[src/rtl/fifo_pkg.sv]
// Shared constants and helpers for the synchronous FIFO family.
package fifo_pkg;

  localparam int DEF_DATA_W    = 8;
  localparam int DEF_DEPTH     = 16;
  // almost_full defaults to this many entries below DEPTH
  localparam int DEF_AF_MARGIN = 2;
  localparam int DEF_AE_LEVEL  = 2;
  localparam int DEF_FWFT      = 0;

  // Pointer width: address bits plus one wrap bit to tell full from empty.
  function automatic int ptr_width(input int depth);
    return $clog2(depth) + 1;
  endfunction

  function automatic bit is_pow2(input int n);
    return (n >= 2) && ((n & (n - 1)) == 0);
  endfunction

endpackage

[src/rtl/fifo_mem.sv]
// DEPTH x DATA_W register array: synchronous write, asynchronous read.
module fifo_mem #(
  parameter  int DATA_W = 8,
  parameter  int DEPTH  = 16,
  localparam int AW     = $clog2(DEPTH)
) (
  input  logic              clk,
  input  logic              we,
  input  logic [AW-1:0]     waddr,
  input  logic [DATA_W-1:0] wdata,
  input  logic [AW-1:0]     raddr,
  output logic [DATA_W-1:0] rdata
);

  logic [DATA_W-1:0] mem [DEPTH];

  // Write port: store the word at the write address on an accepted write.
  // NOTE: the array is deliberately left out of reset; validity is tracked
  // by the pointers, and a reset here would turn the RAM into flops with
  // a reset tree for no functional benefit.
  always_ff @(posedge clk) begin
    if (we) mem[waddr] <= wdata;
  end

  assign rdata = mem[raddr];

endmodule

[src/rtl/param_sync_fifo.sv]
// Parameterised single-clock FIFO with status flags, sticky error flags
// and a choice of registered or first-word-fall-through read.
module param_sync_fifo
  import fifo_pkg::*;
#(
  parameter int DATA_W   = DEF_DATA_W,
  parameter int DEPTH    = DEF_DEPTH,
  parameter int AF_LEVEL = DEPTH - DEF_AF_MARGIN,
  parameter int AE_LEVEL = DEF_AE_LEVEL,
  parameter int FWFT     = DEF_FWFT
) (
  input  logic                     clk,
  input  logic                     rst,
  input  logic                     wr_en,
  input  logic [DATA_W-1:0]        wr_data,
  input  logic                     rd_en,
  output logic [DATA_W-1:0]        rd_data,
  output logic                     rd_valid,
  output logic                     full,
  output logic                     empty,
  output logic                     almost_full,
  output logic                     almost_empty,
  output logic [$clog2(DEPTH):0]   level,
  output logic                     overflow,
  output logic                     underflow,
  input  logic                     clr_err
);

  localparam int PTR_W = ptr_width(DEPTH);
  localparam int AW    = PTR_W - 1;

  localparam logic [PTR_W-1:0] DEPTH_L = PTR_W'(DEPTH);
  localparam logic [PTR_W-1:0] AF_L    = PTR_W'(AF_LEVEL);
  localparam logic [PTR_W-1:0] AE_L    = PTR_W'(AE_LEVEL);

  // Reject illegal configurations at elaboration time.
  if (!is_pow2(DEPTH)) begin : g_bad_depth
    $error("param_sync_fifo: DEPTH must be a power of two >= 2");
  end
  if (AF_LEVEL < 0 || AF_LEVEL > DEPTH) begin : g_bad_af
    $error("param_sync_fifo: AF_LEVEL must lie in 0..DEPTH");
  end
  if (AE_LEVEL < 0 || AE_LEVEL > DEPTH) begin : g_bad_ae
    $error("param_sync_fifo: AE_LEVEL must lie in 0..DEPTH");
  end
  if (DATA_W < 1) begin : g_bad_width
    $error("param_sync_fifo: DATA_W must be >= 1");
  end

  logic [PTR_W-1:0]  wr_ptr;
  logic [PTR_W-1:0]  rd_ptr;
  logic [PTR_W-1:0]  occ;
  logic              wr_acc;
  logic              rd_acc;
  logic [DATA_W-1:0] head_data;

  // Occupancy and flags come only from the registered pointers.
  assign occ          = wr_ptr - rd_ptr;
  assign level        = occ;
  assign empty        = (occ == '0);
  assign full         = (occ == DEPTH_L);
  assign almost_full  = (occ >= AF_L);
  assign almost_empty = (occ <= AE_L);

  assign wr_acc = wr_en & ~full;
  assign rd_acc = rd_en & ~empty;

  fifo_mem #(
    .DATA_W (DATA_W),
    .DEPTH  (DEPTH)
  ) u_mem (
    .clk   (clk),
    .we    (wr_acc),
    .waddr (wr_ptr[AW-1:0]),
    .wdata (wr_data),
    .raddr (rd_ptr[AW-1:0]),
    .rdata (head_data)
  );

  // Pointer update: each advances only on an accepted transfer.
  // NOTE: sequential state uses non-blocking assignments so every flop
  // samples pre-edge values regardless of statement order.
  always_ff @(posedge clk or posedge rst) begin
    if (rst) begin
      wr_ptr <= '0;
      rd_ptr <= '0;
    end else begin
      if (wr_acc) wr_ptr <= wr_ptr + 1'b1;
      if (rd_acc) rd_ptr <= rd_ptr + 1'b1;
    end
  end

  // Sticky error flags: a new event on the clearing edge wins over clr_err.
  always_ff @(posedge clk or posedge rst) begin
    if (rst) begin
      overflow  <= 1'b0;
      underflow <= 1'b0;
    end else begin
      if (wr_en && full)  overflow  <= 1'b1;
      else if (clr_err)   overflow  <= 1'b0;
      if (rd_en && empty) underflow <= 1'b1;
      else if (clr_err)   underflow <= 1'b0;
    end
  end

  if (FWFT != 0) begin : g_fwft
    // Head entry is visible whenever the FIFO holds data; zero otherwise.
    assign rd_data  = empty ? '0 : head_data;
    assign rd_valid = ~empty;
  end else begin : g_reg
    logic [DATA_W-1:0] rd_data_q;
    logic              rd_valid_q;

    // Registered read: capture the head on an accepted read, pulse valid.
    always_ff @(posedge clk or posedge rst) begin
      if (rst) begin
        rd_data_q  <= '0;
        rd_valid_q <= 1'b0;
      end else begin
        rd_valid_q <= rd_acc;
        if (rd_acc) rd_data_q <= head_data;
      end
    end

    assign rd_data  = rd_data_q;
    assign rd_valid = rd_valid_q;
  end

endmodule

[config.mk]
export PLATFORM = sky130hd
export DESIGN_NAME = param_sync_fifo
export DESIGN_NICKNAME = d
export VERILOG_FILES = /design/src/rtl/fifo_pkg.sv /design/src/rtl/fifo_mem.sv /design/src/rtl/param_sync_fifo.sv
export SDC_FILE = /design/constraint.sdc
export NUM_CORES = 1
export LEC_CHECK = 0
export ABC_AREA = 1
export CELL_PAD_IN_SITES_DETAIL_PLACEMENT = 1
export CELL_PAD_IN_SITES_GLOBAL_PLACEMENT = 2
export CORE_ASPECT_RATIO = 0.6
export CORE_MARGIN = 3
export CORE_UTILIZATION = 37
export CTS_BUF_LIST = sky130_fd_sc_hd__clkbuf_8
export CTS_CLUSTER_SIZE = 20
export DETAILED_ROUTE_END_ITERATION = 7
export PLACE_DENSITY_LB_ADDON = 0.12
export SYNTH_ARGS = -nofsm -noshare
export SYNTH_HDL_FRONTEND = slang
export SYNTH_SLANG_ARGS = --single-unit
[constraint.sdc]
create_clock -name clk -period 2.36 [get_ports clk]
set_input_delay 0.236 -clock clk [delete_from_list [all_inputs] [get_ports clk]]
set_output_delay 0.236 -clock clk [all_outputs]
set_load 0.1 [all_outputs]
==> out/metrics.cfg <==
[outcome]
status = finished with violations
failed_checks = negative setup slack

[drt]
ant_nets = 0
via_count = 5036
routed_via_density = 4.86
drt_pass1_iterations = 6
wl_per_cell_um = 19.5
drt_iter0_drc = 414
remaining_drc_errors = 0
drt_wl_total_um = 20200

[grt]
grt_first_pass_wirelength_um = 31000
grt_usage_pct = 20.4
antenna_found_initial = 0
grt_pass1_vias = 5064
gr-total-overflow = 0
grt_max_degree = 69

[yosys]
synth_seq_cells = 149
ys_types = 27
syn_nets = 732
synth-async-reset-ratio_pct = 14.1
synth_cells = 709
synth-edff-count = 128
syn_avg_cell_area_um2 = 9.73
ys_warn_count = 0
yosys_most_used_dff = edfxtp_1
seq_area_frac_synth_pct = 63.3
netlist_area_um2 = 6900

[clock_network]
cts_buffers = 17
clock-sinks = 149
cts-root-buf = clkbuf_8
clk_pin_slew_ns = 0.09
htree_levels = 4
clock_path_buffers = 2
cts_tree = done
clkLatencyLatePin_ns = 0.45

[placement]
port_buffers = 32
place_area_um2 = 7860
finalWeightedCongestion = 0.804
hpwl_um = 13700
dpl_worst_slack_ns = -0.0441

[die]
core_um2 = 17700
floorplan.initialDensity_pct = 39.0
die_h_um = 112
num_rows = 37
dieArea_um2 = 20400
die_w_um = 182
io-pin-count = 33

[critical_path]
crit_fanout = 2
cp.arrival_ns = 2.47
endpoint_kind = primary output
critical_path_class = reg -> out
crit_required_ns = 2.12
cp-start-kind = register

[sta]
rsz0062_at_grt = yes
drv_slew = 0
setup_viol = 50
finalCritPeriodShare_pct = 115
worst_slew_margin_rel_pct = 55.3
fin_ws_ns = -0.351
finalHoldViolCount = 0
worst_pin_slew_ns = 0.667
finClkSkew_ns = 0.0156
fmax_mhz = 369
layout_min_cycle_time_ns = 2.71

[run]
maxCapViolCount = 0

[layout]
fin_nets = 812
fin_area_um2 = 8750
syn_to_final_growth_pct = 26.7
drive_gt1_share_pct = 23.6

[min_path]
min_path_type = in -> async

[Yosys cell counts, drive strengths merged (2+ instances only)]
master / n / area share [%]
nand3: 77 / 6.2
ha: 9 / 1.6
buf: 22 / 2.0
o21ai: 10 / 0.73
clkinv: 3 / 0.16
nand2: 289 / 17
dfrtp: 21 / 7.6
a21oi: 2 / 0.25
clkbuf: 5 / 0.27
edfxtp: 128 / 56
inv: 92 / 5.0
xor2: 6 / 0.76
nor2: 41 / 2.6
[per-layer routing]
metal  part of all wire (%)  routed length [um]  GRT usage (%)
met1                     53               10700           32.4
met2                     42                8490           28.5
met3                    4.3                 858           4.54
met4                   0.83                 168           3.80
met5                      0                   0              0
[registers in the layout, indices dropped and copies added (netlist names)]
| register | cells |
|---|---|
| u_mem.mem | 128 |
| rd_data | 8 |
| rd_ptr | 5 |
| wr_ptr | 5 |
| overflow | 1 |
| rd_valid | 1 |
| underflow | 1 |
[cell type report]
| cell class | instances | area, um^2 |
|---|---|---|
| Clock buffer | 17 | 234 |
| Tap cell | 234 | 293 |
| Multi-Input combinational cell | 439 | 2390 |
| Antenna cell | 1 | 2.50 |
| Clock inverter | 15 | 153 |
| Fill cell | 1961 | 8940 |
| Inverter | 95 | 365 |
| Timing Repair Buffer | 87 | 933 |
| Sequential cell | 149 | 4370 |
[critical path: stages, from the launching register on]
cell and delay [ns]:
dfrtp_1 0.41, inv_2 0.09, ha_4 0.14, inv_4 0.03, fa_2 0.42, or2_4 0.27, nor2_4 0.14, buf_6 0.12
nand3_4 0.08, nor2_4 0.13, buf_12 0.18
[through the flow]
stage | util (%) | std cells | TNS, ns | hold WS, ns
3_3_place_gp | 44.5 | 984 | 0 | 0.465
2_1_floorplan | - | 709 | -71.99 | 0.213
3_5_place_dp | 44.5 | 984 | -1.92 | 0.469
5_1_grt | 49.4 | 1036 | -16.36 | 0.139
6_report | 49.5 | 1037 | -2.00 | 0.124
4_1_cts | 47.9 | 1027 | -1.25 | 0.117
[final timing paths]
| check | end | cells after the start | start | slack, ns |
|---|---|---|---|---|
| min in group clk | overflow$_DFFE_PP0P_ | 2 | clr_err | 0.38 |
| max in group asynchronous | rd_ptr[0]$_DFFE_PP0P_ | 3 | rst | 1.98 |
| min | rd_valid$_DFF_PP0_ | 3 | rst | 0.12 |
| max reg2reg | rd_ptr[0]$_DFFE_PP0P_ | 13 | wr_ptr[0]$_DFFE_PP0P_ | -0.07 |
| max | empty | 10 | wr_ptr[0]$_DFFE_PP0P_ | -0.35 |
| min reg2reg | rd_data[1]$_DFFE_PP0P_ | 2 | rd_data[1]$_DFFE_PP0P_ | 0.47 |
[placed cells by master (no fill, tap or decap), drive strengths merged, types with 2 or more instances in the layout]
cell type / n
o21ai: 10
a21oi: 2
buf: 74
xor2: 6
bufinv: 2
nand2: 290
dfrtp: 21
nor2: 41
clkinvlp: 2
edfxtp: 128
clkbuf: 18
clkinv: 9
clkdlybuf4s50: 12
inv: 97
ha: 9
nand3: 77
[what timing repair did]
action | 4_1_cts | 5_1_grt
setup endpoints to repair | 72 | 146
cloned | 0 | 2
resized for setup | 30 | 43
hold buffers | 0 | 0
pin swaps | 15 | 29
buffers inserted | 11 | 8
[logic make-up (layout without fill, tap and decap cells)]
kind of cell | Yosys count | in the layout | share of synthesized area (%)
flip-flops | 149 | 149 | 63.3
adder cells (fa/ha/maj) | 10 | 10 | 1.92
buffers and inverters | 122 | 214 | 7.47
XOR/XNOR | 6 | 6 | 0.761
AND/OR/NAND/NOR | 408 | 409 | 25.4
other | 0 | 1 | 0
AO/OA/AOI/OAI | 14 | 14 | 1.18
Power is left out: the tool's default activity adds up to more than one toggle a clock period on the data nets, which glitch-free logic cannot reach.
